## src/rtl/mem_responder_pkg.sv

```systemverilog
// Shared types and constants for the instruction/data SRAM responder.
package mem_responder_pkg;

  typedef enum logic [1:0] {
    S_IDLE    = 2'd0,
    S_WAIT    = 2'd1,
    S_ACCESS  = 2'd2,
    S_CAPTURE = 2'd3
  } state_e;

  typedef enum logic {
    GNT_INST = 1'b0,
    GNT_DATA = 1'b1
  } grant_e;

  localparam int unsigned WAIT_CYCLES_DEFAULT = 0;
  localparam int unsigned WAIT_CNT_W          = 4;

  function automatic logic [31:0] word_align(input logic [31:0] addr);
    return addr & 32'hFFFF_FFFC;
  endfunction

endpackage

```

## src/rtl/mem_responder_hold.sv

```systemverilog
// Per-port done flag and result hold register (module mem_port_hold).
module mem_port_hold #(
  parameter int unsigned W = 32
) (
  input  logic         clk_i,
  input  logic         rst_ni,
  input  logic         req_i,
  input  logic         longest_stall_i,
  input  logic         set_done_i,
  input  logic         load_i,
  input  logic [W-1:0] rdata_i,
  output logic [W-1:0] rdata_o,
  output logic         done_o,
  output logic         stall_o
);

  logic         done_q;
  logic [W-1:0] rdata_q;

  // Done persists while the CPU is frozen on a still-present request.
  always_ff @(posedge clk_i or negedge rst_ni) begin
    if (!rst_ni) begin
      done_q  <= 1'b0;
      rdata_q <= '0;
    end else begin
      if (set_done_i) begin
        done_q <= 1'b1;
      end else if (done_q && (!longest_stall_i || !req_i)) begin
        done_q <= 1'b0;
      end
      if (load_i) begin
        rdata_q <= rdata_i;
      end
    end
  end

  assign rdata_o = rdata_q;
  assign done_o  = done_q;
  assign stall_o = req_i & ~done_q;

endmodule

```

## src/rtl/mem_responder.sv

```systemverilog
// Single-SRAM responder arbitrating instruction fetches and data loads/stores.
module mem_responder
  import mem_responder_pkg::*;
#(
  parameter int unsigned WAIT_CYCLES = WAIT_CYCLES_DEFAULT
) (
  input  logic        clk,
  input  logic        rst,
  input  logic        inst_en,
  input  logic [31:0] inst_addr,
  output logic [31:0] inst_rdata,
  output logic        i_stall,
  input  logic        i_longest_stall,
  input  logic [3:0]  data_ren,
  input  logic [3:0]  data_wen,
  input  logic [31:0] data_addr,
  input  logic [31:0] data_wdata,
  output logic [31:0] data_rdata,
  output logic        d_stall,
  input  logic        d_longest_stall,
  output logic        sram_en,
  output logic [3:0]  sram_we,
  output logic [31:0] sram_addr,
  output logic [31:0] sram_wdata,
  input  logic [31:0] sram_rdata
);

  localparam logic [WAIT_CNT_W-1:0] WAIT_INIT = WAIT_CNT_W'(WAIT_CYCLES);

  state_e                  state_q;
  grant_e                  gnt_q;
  logic                    store_q;
  logic [3:0]              wen_q;
  logic [WAIT_CNT_W-1:0]   wait_cnt_q;
  logic                    sram_en_q;
  logic [3:0]              sram_we_q;
  logic [31:0]             sram_addr_q;
  logic [31:0]             sram_wdata_q;

  logic inst_req, data_req;
  logic inst_done, data_done;
  logic inst_load, data_load, data_set;

  assign inst_req  = inst_en;
  assign data_req  = (|data_ren) | (|data_wen);
  assign inst_load = (state_q == S_CAPTURE) && (gnt_q == GNT_INST);
  assign data_load = (state_q == S_CAPTURE) && (gnt_q == GNT_DATA);
  assign data_set  = data_load || ((state_q == S_ACCESS) && store_q);

  mem_port_hold #(.W(32)) u_inst_hold (
    .clk_i           (clk),
    .rst_ni          (rst),
    .req_i           (inst_req),
    .longest_stall_i (i_longest_stall),
    .set_done_i      (inst_load),
    .load_i          (inst_load),
    .rdata_i         (sram_rdata),
    .rdata_o         (inst_rdata),
    .done_o          (inst_done),
    .stall_o         (i_stall)
  );

  mem_port_hold #(.W(32)) u_data_hold (
    .clk_i           (clk),
    .rst_ni          (rst),
    .req_i           (data_req),
    .longest_stall_i (d_longest_stall),
    .set_done_i      (data_set),
    .load_i          (data_load),
    .rdata_i         (sram_rdata),
    .rdata_o         (data_rdata),
    .done_o          (data_done),
    .stall_o         (d_stall)
  );

  // The SRAM strobe is registered: it is raised on the edge entering ACCESS,
  // so with no wait states the grant edge also launches the access.
  always_ff @(posedge clk or negedge rst) begin
    if (!rst) begin
      state_q      <= S_IDLE;
      gnt_q        <= GNT_INST;
      store_q      <= 1'b0;
      wen_q        <= '0;
      wait_cnt_q   <= '0;
      sram_en_q    <= 1'b0;
      sram_we_q    <= '0;
      sram_addr_q  <= '0;
      sram_wdata_q <= '0;
    end else begin
      sram_en_q <= 1'b0;
      sram_we_q <= '0;
      case (state_q)
        S_IDLE: begin
          if (d_stall || i_stall) begin
            gnt_q        <= d_stall ? GNT_DATA : GNT_INST;
            store_q      <= d_stall && (|data_wen);
            wen_q        <= d_stall ? data_wen : '0;
            sram_addr_q  <= word_align(d_stall ? data_addr : inst_addr);
            sram_wdata_q <= d_stall ? data_wdata : '0;
            if (WAIT_INIT == '0) begin
              state_q   <= S_ACCESS;
              sram_en_q <= 1'b1;
              sram_we_q <= d_stall ? data_wen : '0;
            end else begin
              state_q    <= S_WAIT;
              wait_cnt_q <= WAIT_INIT;
            end
          end
        end
        S_WAIT: begin
          if (wait_cnt_q <= WAIT_CNT_W'(1)) begin
            state_q    <= S_ACCESS;
            wait_cnt_q <= '0;
            sram_en_q  <= 1'b1;
            sram_we_q  <= wen_q;
          end else begin
            wait_cnt_q <= wait_cnt_q - WAIT_CNT_W'(1);
          end
        end
        S_ACCESS: begin
          state_q <= store_q ? S_IDLE : S_CAPTURE;
        end
        S_CAPTURE: begin
          state_q <= S_IDLE;
        end
        default: begin
          state_q <= S_IDLE;
        end
      endcase
    end
  end

  assign sram_en    = sram_en_q;
  assign sram_we    = sram_we_q;
  assign sram_addr  = sram_addr_q;
  assign sram_wdata = sram_wdata_q;

endmodule

```

## config.mk

```make
export PLATFORM = sky130hd
export DESIGN_NAME = mem_responder
export DESIGN_NICKNAME = d
export VERILOG_FILES = /design/src/rtl/mem_responder_pkg.sv /design/src/rtl/mem_responder_hold.sv /design/src/rtl/mem_responder.sv
export SDC_FILE = /design/constraint.sdc
export NUM_CORES = 1
export LEC_CHECK = 0
export CORE_ASPECT_RATIO = 1.75
export CORE_UTILIZATION = 30
export CTS_CLUSTER_DIAMETER = 200
export DETAILED_ROUTE_END_ITERATION = 6
export PLACE_DENSITY = 0.74
export SLEW_MARGIN = 10
export SYNTH_ARGS = -nofsm -noshare
export SYNTH_HDL_FRONTEND = slang
export SYNTH_SLANG_ARGS = --single-unit
```

## constraint.sdc

```tcl
create_clock -name clk -period 4.46 [get_ports clk]
set_input_delay 1.338 -clock clk [delete_from_list [all_inputs] [get_ports clk]]
set_output_delay 1.338 -clock clk [all_outputs]
set_load 0.02 [all_outputs]
```

* Word-level counts from Yosys, hierarchy flattened
Index checks and enable logic that the tools add are counted. Widths: inputs -> output; s select.
Storage, ports and cells: flip-flop bits (word level) 145, latch bits 0, RAM bits 0, ROM bits 0, input port bits 141, memories kept 0
Operators by class: $add $sub $neg 1, multiply operators 0, divide/modulo/power cells 0, order comparisons 1, equal/unequal tests 5, shift-type cells 0, multiplexer cells 19, bitwise logic cells 6, reduce and logical (&&, ||, !) cells 21
Operator list (number):
- $mux 32 | 2
- $mux 4 | 4
- $pmux 2 s4 | 1
- $pmux 4 s2 | 1
- $reduce_or 4->1 | 2
- $mux 1 | 7
- $logic_and 1x1->1 | 6
- $mux 2 | 3
- $eq 2x2->1 const B | 2
- $le 4x1->1 const B | 1
- $logic_not 1->1 | 4
- $logic_or 1x1->1 | 4
- $ne 2x2->1 const B | 2
- $reduce_and 2->1 | 2
- $reduce_bool 2->1 | 2
- $sub 4x1->4 const B | 1
- $not 1->1 | 3
- $and 1x1->1 | 2
- $eq 2x1->1 const B | 1
- $logic_not 2->1 | 1
- $pmux 1 s2 | 1
- $or 1x1->1 | 1

* Logic depth before layout (Yosys ltp)
Gate-level depths: netlist (run 1).
depth in word-level cells 7, gate-level depth with buffers 6, mapped depth without buffers 6

* Cells and area by module
Synthesis (run 1) repeated with hierarchy kept, for this count alone.
Unflattened totals: cells, all modules 382, area total of the unflattened synthesis 6173.4 µm²
By module, submodules not included:
- mem_responder | times used 1, cells an instance 240, area an instance 3403.3 µm², seq. area each 1976.9 µm²
- mem_port_hold | times used 2, cells an instance 71, area an instance 1385.1 µm², seq. area each 825.8 µm²

* Least setup slack after synthesis (run 1)
Ideal clock, no wire load.
path type input to output, start in data_wen[0], end out d_stall, arrival 2010 ps, data required time 3122 ps, path slack 1112 ps, stages on the path 3, path buffers 0, path through nor4_4 -> a21o_1 -> inv_1
On the way: cells in the longest elaborated chain, start to end 3
RTL lines:
- start: declaration | RTL line mem_responder.sv:15 | input logic [3:0] data_wen,
- $reduce_or 4->1 | RTL line mem_responder.sv:45 | assign data_req = (|data_ren) | (|data_wen);
- $or 1x1->1 | RTL line mem_responder.sv:45
- $and 1x1->1 | RTL line mem_responder_hold.sv:39 | assign stall_o = req_i & ~done_q;
- end: declaration | RTL line mem_responder.sv:19 | output logic d_stall,
Every way passes these cells.

* Worst setup path in the final report (run 1)
Same ends and word-level chain as after synthesis.

==> results.sh, run 1 <==
export IMPL_grt_pass1_wl_um=26600
export IMPL_initial_utilization=0.308
export IMPL_min_path_type="flip-flop to flip-flop"
export IMPL_place_area_um2=8840
export IMPL_numCtsBuffers=17
export IMPL_dieHeight_um=188
export IMPL_final_hold_violation_count=0
export IMPL_syn_area_um2=5910
export IMPL_dp_hpwl_um=11900
export IMPL_fin_crit_ns=4.33
export IMPL_arrival_ns=2.99
export IMPL_postCtsHoldBufs=0
export IMPL_drtAntennaViolNets=0
export IMPL_via_count=4794
export IMPL_antenna_cells=0
export IMPL_cts_num_sinks=145
export IMPL_syn_instance_count=487
export IMPL_cp_required_ns=3.12
export IMPL_h_tree_depth=4
export IMPL_setup_viol=0
export IMPL_yosys_area_top_type="dfrtp_1"
export IMPL_tns_ns=0
export IMPL_synthAdderAreaFrac=0.00423
export IMPL_cp_end_kind="output pin"
export IMPL_p_leak_uw=0.00409
export IMPL_die_area_um2=20300
export IMPL_area_growth_pct=60.7
export IMPL_fmax_ghz=0.231
export IMPL_antenna_found_initial=0
export IMPL_vdd_ir_drop_max_mv=0.433
export IMPL_gr_total_overflow=0
export IMPL_synth_compound_area_share=0.105
export IMPL_final_core_util=0.495
export IMPL_ctsResizeCount=0
export IMPL_synth_avg_cell_area_um2=12.1
export IMPL_dr_pass1_iters=5
export IMPL_synth_edf_count=0
export IMPL_yosysMostFrequentCell="dfrtp_1"
export IMPL_yosys_area_share_simple=0.116
export IMPL_boundaryPins=276
export IMPL_synth_xor_xnor_area_share=0
export IMPL_fin_crit_sh=0.971
export IMPL_synth_seq_cells=145
export IMPL_drive_above_1_share=0.154
export IMPL_post_cts_buffers=0
export IMPL_yosys_mux_area_fraction=0.124
export IMPL_cellPowerDensity_nw_per_um2=772
export IMPL_tightest_slew_ns=0.932
export IMPL_clk_insertion_delay_late_ns=0.41
export IMPL_ys_types=32
export IMPL_place_gp_congestion=0.783
export IMPL_grt_max_degree=66
export IMPL_clk_pin_slew_ns=0.06
export IMPL_via_per_inst=4.76
export IMPL_critPathMaxFanout=3
export IMPL_fin_area_um2=9500
export IMPL_die_x_um=108
export IMPL_final_nets=897
export IMPL_rows=67
export IMPL_root_buffer="clkbuf_16"
export IMPL_rsz0062_at_grt="no"
export IMPL_path_class="input port to output pin"
export IMPL_drc=0
export IMPL_track_usage=0.173
export IMPL_route_detailed_wl_per_inst_um=16.6
export IMPL_core_area_um2=19200
export IMPL_async_flop_share=1.00
export IMPL_yosys_warnings=0
export IMPL_slew_limit_headroom=0.378
export IMPL_cts_buffer_depth=2
export IMPL_synthTopCellsByArea="dfrtp_1 61%, mux2_2 12%, nand2_1 6.5%"
export IMPL_portBuffers=269
export IMPL_maxCapViolCount=0
export IMPL_synth_top_family_by_area="multiplexers"
export IMPL_ys_dominant_reg_cell="dfrtp_1"
export IMPL_cts_tree="built"
export IMPL_final_setup_skew_ns=0.00774
export IMPL_grt_pass1_vias=5059
export IMPL_synth_common_cells="145 x dfrtp_1, 102 x nand2_1, 65 x mux2_2, 35 x nand3_1, 32 x o21ai_0"
export IMPL_wirelength_um=16700
export IMPL_drtIter0Drc=110
export IMPL_status="complete, no violations"
export IMPL_total_power_uw=7330
export IMPL_start_kind="input port"
export IMPL_yosysTopAreaCellShare=0.614
export IMPL_yosysSeqAreaShare=0.614
export IMPL_drv_slew=0
critical path, cell delays in order:
cell             delay (ns)
clkdlybuf4s50_1        0.49
nor4_4                 0.36
a21o_1                 0.19
inv_1                  0.06
clkdlybuf4s50_1        0.55
sequential cells by signal, summed over array words and instances, names as in the netlist:
name / count
gnt_q: 1
sram_addr: 30
sram_en: 1
sram_wdata: 32
sram_we: 4
state_q: 2
store_q: 1
u_data_hold.done_o: 1
u_data_hold.rdata_o: 32
u_inst_hold.done_o: 1
u_inst_hold.rdata_o: 32
wait_cnt_q: 4
wen_q: 4
metal layers:
layer	track usage	part of all wire
met3	0.0403	0.057
met4	0.100	0.043
met5	0	0
met2	0.306	0.54
met1	0.184	0.36
where the power goes:
part | switching, µW | internal [µW]
Clock | 549 | 1030
Sequential | 327 | 1950
Combinational | 1770 | 1710
Total | 2640 | 4680
worst paths after layout:
path                                                  from                             endpoint  slack, ns  cells after the start
worst min register to register  sram_wdata[10]$_DFFE_PN0P_           sram_wdata[10]$_DFFE_PN0P_       0.49                      2
worst max-delay path                           data_wen[0]                              d_stall       0.13                      5
max in group asynchronous                              rst            sram_addr[22]$_DFFE_PN0P_       2.71                      2
min in group asynchronous                              rst  u_data_hold.rdata_o[14]$_DFFE_PN0P_       0.89                      1
worst min-delay path            sram_wdata[10]$_DFFE_PN0P_           sram_wdata[10]$_DFFE_PN0P_       0.49                      2
worst max register to register      state_q[0]$_DFFE_PN0P_  u_data_hold.rdata_o[25]$_DFFE_PN0P_       2.38                      2
cells in the final DEF, fill, tap and decap left out, types with 2 or more instances in the layout:
cell type / synthesis / routed
conb_1: 1 / 2
nand2b_1: 3 / 3
nor3_1: 2 / 2
nand2_1: 102 / 102
o31ai_1: 2 / 2
ha_1: 2 / 2
clkdlybuf4s50_1: 0 / 268
nor2_1: 5 / 5
o21ai_1: 2 / 2
a2bb2oi_1: 26 / 26
nand3_1: 35 / 34
a2bb2oi_2: 4 / 4
buf_4: 5 / 10
inv_1: 4 / 4
clkbuf_8: 0 / 6
mux2_2: 65 / 65
o21ai_0: 32 / 32
clkinvlp_4: 0 / 3
clkbuf_16: 0 / 17
nor4_4: 2 / 2
buf_12: 0 / 2
dfrtp_1: 145 / 145
bufinv_16: 0 / 4
a21o_1: 3 / 3
a22o_1: 8 / 8
cells by family (layout without fill, tap and decap cells):
kind of cell | count (synthesis) | after routing
AND/OR/NAND/NOR | 155 | 155
flip-flops | 145 | 145
AO/OA/AOI/OAI | 81 | 81
multiplexers | 65 | 65
buffers and inverters | 38 | 317
adder cells (fa/ha/maj) | 2 | 2
other | 1 | 2
through the flow:
step | std cells | hold WS [ns] | setup WS, ns
3_3_place_gp | 976 | 0.474 | 0.110
4_1_cts | 1008 | 0.499 | 0.112
5_1_grt | 1008 | 0.515 | 0.0542
2_1_floorplan | 488 | 0.463 | 1.11
3_5_place_dp | 976 | 0.484 | 0.129
6_report | 1008 | 0.490 | 0.129
final cells by class:
type | instances | area, µm²
Clock buffer | 24 | 512
Clock inverter | 8 | 148
Fill cell | 1699 | 9700
Inverter | 4 | 15.0
Multi-Input combinational cell | 305 | 2080
Sequential cell | 145 | 3630
Tap cell | 241 | 302
Timing Repair Buffer | 281 | 2810
No activity file was read; power rests on OpenSTA's default activity.
==> run 2: changes to the inputs <==
--- a/config.mk
+++ b/config.mk
@@ -6,10 +6,10 @@
 export NUM_CORES = 1
 export LEC_CHECK = 0
 export CORE_ASPECT_RATIO = 1.75
-export CORE_UTILIZATION = 30
+export CORE_UTILIZATION = 45
 export CTS_CLUSTER_DIAMETER = 200
 export DETAILED_ROUTE_END_ITERATION = 6
-export PLACE_DENSITY = 0.74
+export PLACE_DENSITY = 0.95
 export SLEW_MARGIN = 10
 export SYNTH_ARGS = -nofsm -noshare
 export SYNTH_HDL_FRONTEND = slang
==> results.sh, run 2 (synthesized netlist as in run 1, its figures left out) <==
export IMPL_layout_common_cells="268 x clkdlybuf4s50_1, 145 x dfrtp_1, 102 x nand2_1, 65 x mux2_2, 35 x nand3_1"
export IMPL_tightest_slew_ns=1.14
export IMPL_crit_chain="clkdlybuf4s50_1 -> nor4_4 -> a21o_1 -> inv_1 -> clkdlybuf4s50_1"
export IMPL_clk_pin_slew_ns=0.06
export IMPL_final_setup_skew_ns=0.0117
export IMPL_cts_tree="built"
export IMPL_drtAntennaViolNets=0
export IMPL_total_power_uw=7160
export IMPL_drtIter0Drc=242
export IMPL_hold_depth=1
export IMPL_cp_end_kind="output pin"
export IMPL_die_area_um2=13600
export IMPL_final_common_cell="clkdlybuf4s50_1"
export IMPL_cts_num_sinks=145
export IMPL_drc=0
export IMPL_rsz0062_at_grt="no"
export IMPL_die_x_um=88.6
export IMPL_vdd_ir_drop_max_mv=0.451
export IMPL_dp_hpwl_um=12200
export IMPL_root_buffer="clkbuf_16"
export IMPL_cp_depth=5
export IMPL_slew_limit_headroom=0.239
export IMPL_dp_slack_ns=0.0867
export IMPL_path_class="input port to output pin"
export IMPL_place_gp_congestion=0.838
export IMPL_route_detailed_wl_per_inst_um=17.9
export IMPL_cp_required_ns=3.12
export IMPL_cts_buffer_depth=2
export IMPL_critPathMaxFanout=3
export IMPL_dr_pass1_iters=4
export IMPL_grt_max_degree=88
export IMPL_status="complete, no violations"
export IMPL_critPathBufInv=3
export IMPL_numCtsBuffers=17
export IMPL_via_per_inst=5.27
export IMPL_area_growth_pct=56.9
export IMPL_cellPowerDensity_nw_per_um2=772
export IMPL_final_hold_violation_count=0
export IMPL_h_tree_depth=4
export IMPL_drv_slew=0
export IMPL_fin_crit_ns=4.37
export IMPL_boundaryPins=276
export IMPL_antenna_found_initial=0
export IMPL_setup_slack_ns=0.0893
export IMPL_grt_pass1_wl_um=26400
export IMPL_rows=55
export IMPL_post_cts_buffers=0
export IMPL_p_leak_uw=0.00403
export IMPL_postCtsHoldBufs=0
export IMPL_cpPeakStageDelay_ns=0.58
export IMPL_core_area_um2=12900
export IMPL_final_nets=894
export IMPL_antenna_cells=0
export IMPL_start_kind="input port"
export IMPL_cpMaxStageDelayCell="clkdlybuf4s50_1"
export IMPL_crit_family="buffers and inverters"
export IMPL_ctsResizeCount=0
export IMPL_min_path_type="flip-flop to flip-flop"
export IMPL_clk_insertion_delay_late_ns=0.41
export IMPL_fin_crit_sh=0.980
export IMPL_dieHeight_um=154
export IMPL_gr_total_overflow=0
export IMPL_fmax_ghz=0.229
export IMPL_fin_hold_ws_ns=0.491
export IMPL_via_count=4919
export IMPL_crit_top_cell="clkdlybuf4s50_1"
export IMPL_setup_viol=0
export IMPL_rrSetupSlack_ns=2.41
export IMPL_grt_pass1_vias=5275
export IMPL_portBuffers=269
export IMPL_maxCapViolCount=0
export IMPL_arrival_ns=3.03
export IMPL_drive_above_1_share=0.148
export IMPL_worstRegToRegCells=4
export IMPL_tns_ns=0
export IMPL_wirelength_um=16800
export IMPL_track_usage=0.257
export IMPL_initial_utilization=0.459
==> run 2: cell count changes in the layout (fill, tap and decap cells not counted), sizes merged <==
cell	change
clkinvlp	-1
bufinv	-2
clkbuf	-6
clkinv	+5
inv	+3
buf	-3
==> run 2: layout make-up <==
cell class / count / area, µm²
timing repair buffer: 278 / 2770
clock inverter: 13 / 135
tap: 171 / 214
sequential: 145 / 3630
fill: 881 / 3600
multi-input combinational: 305 / 2080
clock buffer: 18 / 429
inverter: 4 / 15.0
==> run 2: final timing paths <==
path                                        start                                   to
max in group asynchronous                     rst  u_data_hold.rdata_o[26]$_DFFE_PN0P_
hold reg to reg              wen_q[0]$_DFFE_PN0P_                 sram_we[0]$_DFF_PN0_
setup / recovery                      data_wen[0]                              d_stall
hold / removal               wen_q[0]$_DFFE_PN0P_                 sram_we[0]$_DFF_PN0_
min in group asynchronous                     rst  u_data_hold.rdata_o[19]$_DFFE_PN0P_
setup reg to reg           state_q[0]$_DFFE_PN0P_            sram_addr[14]$_DFFE_PN0P_
==> run 2: worst register-to-register path, delay by kind of cell, from the launching register on <==
| family | cells | cell delay (ns) |
|---|---|---|
| compound gates | 1 | 0.28 |
| flops | 1 | 0.57 |
| simple gates | 3 | 1.11 |
==> run 2: stage by stage <==
step / area [µm²] / std cells / util
CTS: 9270 / 934 / 0.721
finish: 9270 / 934 / 0.721
detailed placement: 8710 / 903 / 0.677
floorplan: 5910 / 488 / -
global route: 9270 / 934 / 0.721
global placement: 8710 / 903 / 0.677
==> run 2: per-layer routing <==
metal  wire (µm)  global-route usage  vias up  share of wire
met3         957              0.0698       49          0.057
li1            -                   -     2222              -
met1        6010               0.270     2426           0.36
met4         627               0.111        0          0.037
met2        9170               0.467      222           0.55
met5           0                   0        -              0
==> run 2: power breakdown <==
group	internal, µW	switching (µW)
sequential	1950	363
combinational	1690	1800
clock	821	541
total	4460	2700
==> run 3: changes to the inputs <==
--- a/config.mk
+++ b/config.mk
@@ -5,8 +5,11 @@
 export SDC_FILE = /design/constraint.sdc
 export NUM_CORES = 1
 export LEC_CHECK = 0
+export CELL_PAD_IN_SITES_DETAIL_PLACEMENT = 1
+export CELL_PAD_IN_SITES_GLOBAL_PLACEMENT = 2
 export CORE_ASPECT_RATIO = 1.75
-export CORE_UTILIZATION = 45
+export CORE_UTILIZATION = 28
+export CTS_BUF_LIST = sky130_fd_sc_hd__clkbuf_8
 export CTS_CLUSTER_DIAMETER = 200
 export DETAILED_ROUTE_END_ITERATION = 6
 export PLACE_DENSITY = 0.95
==> results.sh, run 3 (synthesized netlist as in run 1, its figures left out) <==
export IMPL_status="complete, but fails checks"
export IMPL_violations="design-rule violations"
export IMPL_postCtsHoldBufs=0
export IMPL_p_sw_uw=2680
export IMPL_route_detailed_wl_per_inst_um=18.7
export IMPL_clk_insertion_delay_late_ns=0.45
export IMPL_h_tree_depth=4
export IMPL_crit_chain="clkdlybuf4s50_1 -> nor4_4 -> a21o_1 -> inv_1 -> clkdlybuf4s50_1"
export IMPL_grt_pass1_wl_um=30000
export IMPL_drc=19
export IMPL_crit_top_cell="clkdlybuf4s50_1"
export IMPL_tightest_slew_ns=0.927
export IMPL_fin_crit_sh=0.968
export IMPL_fin_crit_ns=4.32
export IMPL_cpMaxStageDelayCell="clkdlybuf4s50_1"
export IMPL_die_area_um2=21700
export IMPL_fmax_ghz=0.232
export IMPL_drtAntennaViolNets=0
export IMPL_via_count=4864
export IMPL_drive_above_1_share=0.156
export IMPL_layout_common_cells="268 x clkdlybuf4s50_1, 145 x dfrtp_1, 102 x nand2_1, 65 x mux2_2, 34 x nand3_1"
export IMPL_clk_pin_slew_ns=0.08
export IMPL_core_area_um2=20800
export IMPL_grt_pass1_vias=5245
export IMPL_via_per_inst=4.76
export IMPL_cts_num_sinks=145
export IMPL_rows=70
export IMPL_pwr_share_comb=0.508
export IMPL_dp_hpwl_um=13600
export IMPL_gr_total_overflow=0
export IMPL_fill_cells=2225
export IMPL_tns_ns=0
export IMPL_wirelength_um=19200
export IMPL_post_cts_buffers=0
export IMPL_seqPwrFrac=0.325
export IMPL_p_int_uw=4330
export IMPL_antenna_cells=0
export IMPL_drtIter0Drc=188
export IMPL_cellPowerDensity_nw_per_um2=753
export IMPL_cts_buffer_depth=2
export IMPL_area_growth_pct=57.7
export IMPL_final_cells=1022
export IMPL_portBuffers=269
export IMPL_initial_utilization=0.285
export IMPL_place_gp_congestion=0.787
export IMPL_switching_share=0.383
export IMPL_setup_viol=0
export IMPL_numCtsBuffers=17
export IMPL_final_common_cell="clkdlybuf4s50_1"
export IMPL_root_buffer="clkbuf_8"
export IMPL_antenna_found_initial=0
export IMPL_boundaryPins=276
export IMPL_maxCapViolCount=0
export IMPL_vdd_ir_drop_max_mv=0.314
export IMPL_ctsResizeCount=0
export IMPL_critPathMaxFanout=3
export IMPL_rrSetupSlack_ns=2.38
export IMPL_start_kind="input port"
export IMPL_final_nets=900
export IMPL_dieHeight_um=194
export IMPL_total_power_uw=7020
export IMPL_drv_slew=0
export IMPL_critPathBufInv=3
export IMPL_p_leak_uw=0.00402
export IMPL_cp_required_ns=3.12
export IMPL_crit_family="buffers and inverters"
export IMPL_cts_tree="built"
export IMPL_dr_pass1_iters=7
export IMPL_min_path_type="flip-flop to flip-flop"
export IMPL_final_hold_violation_count=0
export IMPL_rsz0062_at_grt="no"
export IMPL_path_class="input port to output pin"
export IMPL_track_usage=0.185
export IMPL_place_inst=990
export IMPL_arrival_ns=2.98
export IMPL_clockPowerShare=0.167
export IMPL_grt_max_degree=90
export IMPL_final_setup_skew_ns=0.0159
export IMPL_slew_limit_headroom=0.381
export IMPL_cp_end_kind="output pin"
export IMPL_die_x_um=112
export IMPL_cpPeakStageDelay_ns=0.56
==> run 3: cell types whose count changed in the layout (fill, tap and decap cells not counted), moves of 2 or more <==
| cell | before | now |
|---|---|---|
| clkbuf_8 | 0 | 21 |
| clkbuf_16 | 17 | 0 |
| buf_4 | 8 | 13 |
| bufinv_16 | 2 | 4 |
| clkinv_2 | 5 | 3 |
| inv_1 | 4 | 6 |
| inv_6 | 3 | 1 |
==> run 3: path summary, 6_finish.rpt <==
path / startpoint / end / cells past startpoint
max: data_wen[0] / d_stall / 5
min: sram_wdata[20]$_DFFE_PN0P_ / sram_wdata[20]$_DFFE_PN0P_ / 2
max reg2reg: state_q[0]$_DFFE_PN0P_ / u_data_hold.rdata_o[25]$_DFFE_PN0P_ / 2
min reg2reg: sram_wdata[20]$_DFFE_PN0P_ / sram_wdata[20]$_DFFE_PN0P_ / 2
max in group asynchronous: rst / sram_addr[4]$_DFFE_PN0P_ / 2
min in group asynchronous: rst / u_inst_hold.rdata_o[22]$_DFFE_PN0P_ / 1
==> run 3: through the flow <==
step	utilization	hold slack [ns]	area (µm²)	setup WS, ns
final	0.449	0.501	9320	0.141
after global routing	0.449	0.521	9320	0.0411
after CTS	0.449	0.506	9320	0.112
after detailed placement	0.427	0.485	8870	0.118
after global placement	0.427	0.476	8870	0.139
after floorplan	-	0.463	5910	1.11
==> run 3: power groups by stage <==
stage                     Clock, µW  Sequential (µW)  Combinational, µW
after floorplan                   0             2970               1190
after global placement            0             2270               3530
after detailed placement          0             2300               3620
after CTS                      1220             2290               3620
after global routing           1270             2360               3810
final                          1170             2280               3560
==> run 3: cell type report <==
type / count / area (µm²) / share of cell area
sequential: 145 / 3630 / 0.389
multi-input combinational: 305 / 2080 / 0.223
clock inverter: 11 / 159 / 0.0170
inverter: 4 / 15.0 / 0.00161
timing repair buffer: 284 / 2830 / 0.304
clock buffer: 21 / 289 / 0.0310
tap: 252 / 315 / 0.0338
==> run 3: worst register-to-register path, delay by kind of cell (launching register included) <==
| kind | cells | cell delay [ns] |
|---|---|---|
| AND/OR/NAND/NOR | 1 | 0.80 |
| multiplexers | 1 | 0.58 |
| flip-flops | 1 | 0.58 |
==> run 3: routing by layer <==
layer	global-route usage	routed length [µm]	vias to the layer above
met3	0.0466	1040	39
met5	0	0	-
met4	0.0966	677	0
met1	0.190	6940	2416
li1	-	-	2233
met2	0.339	10500	176
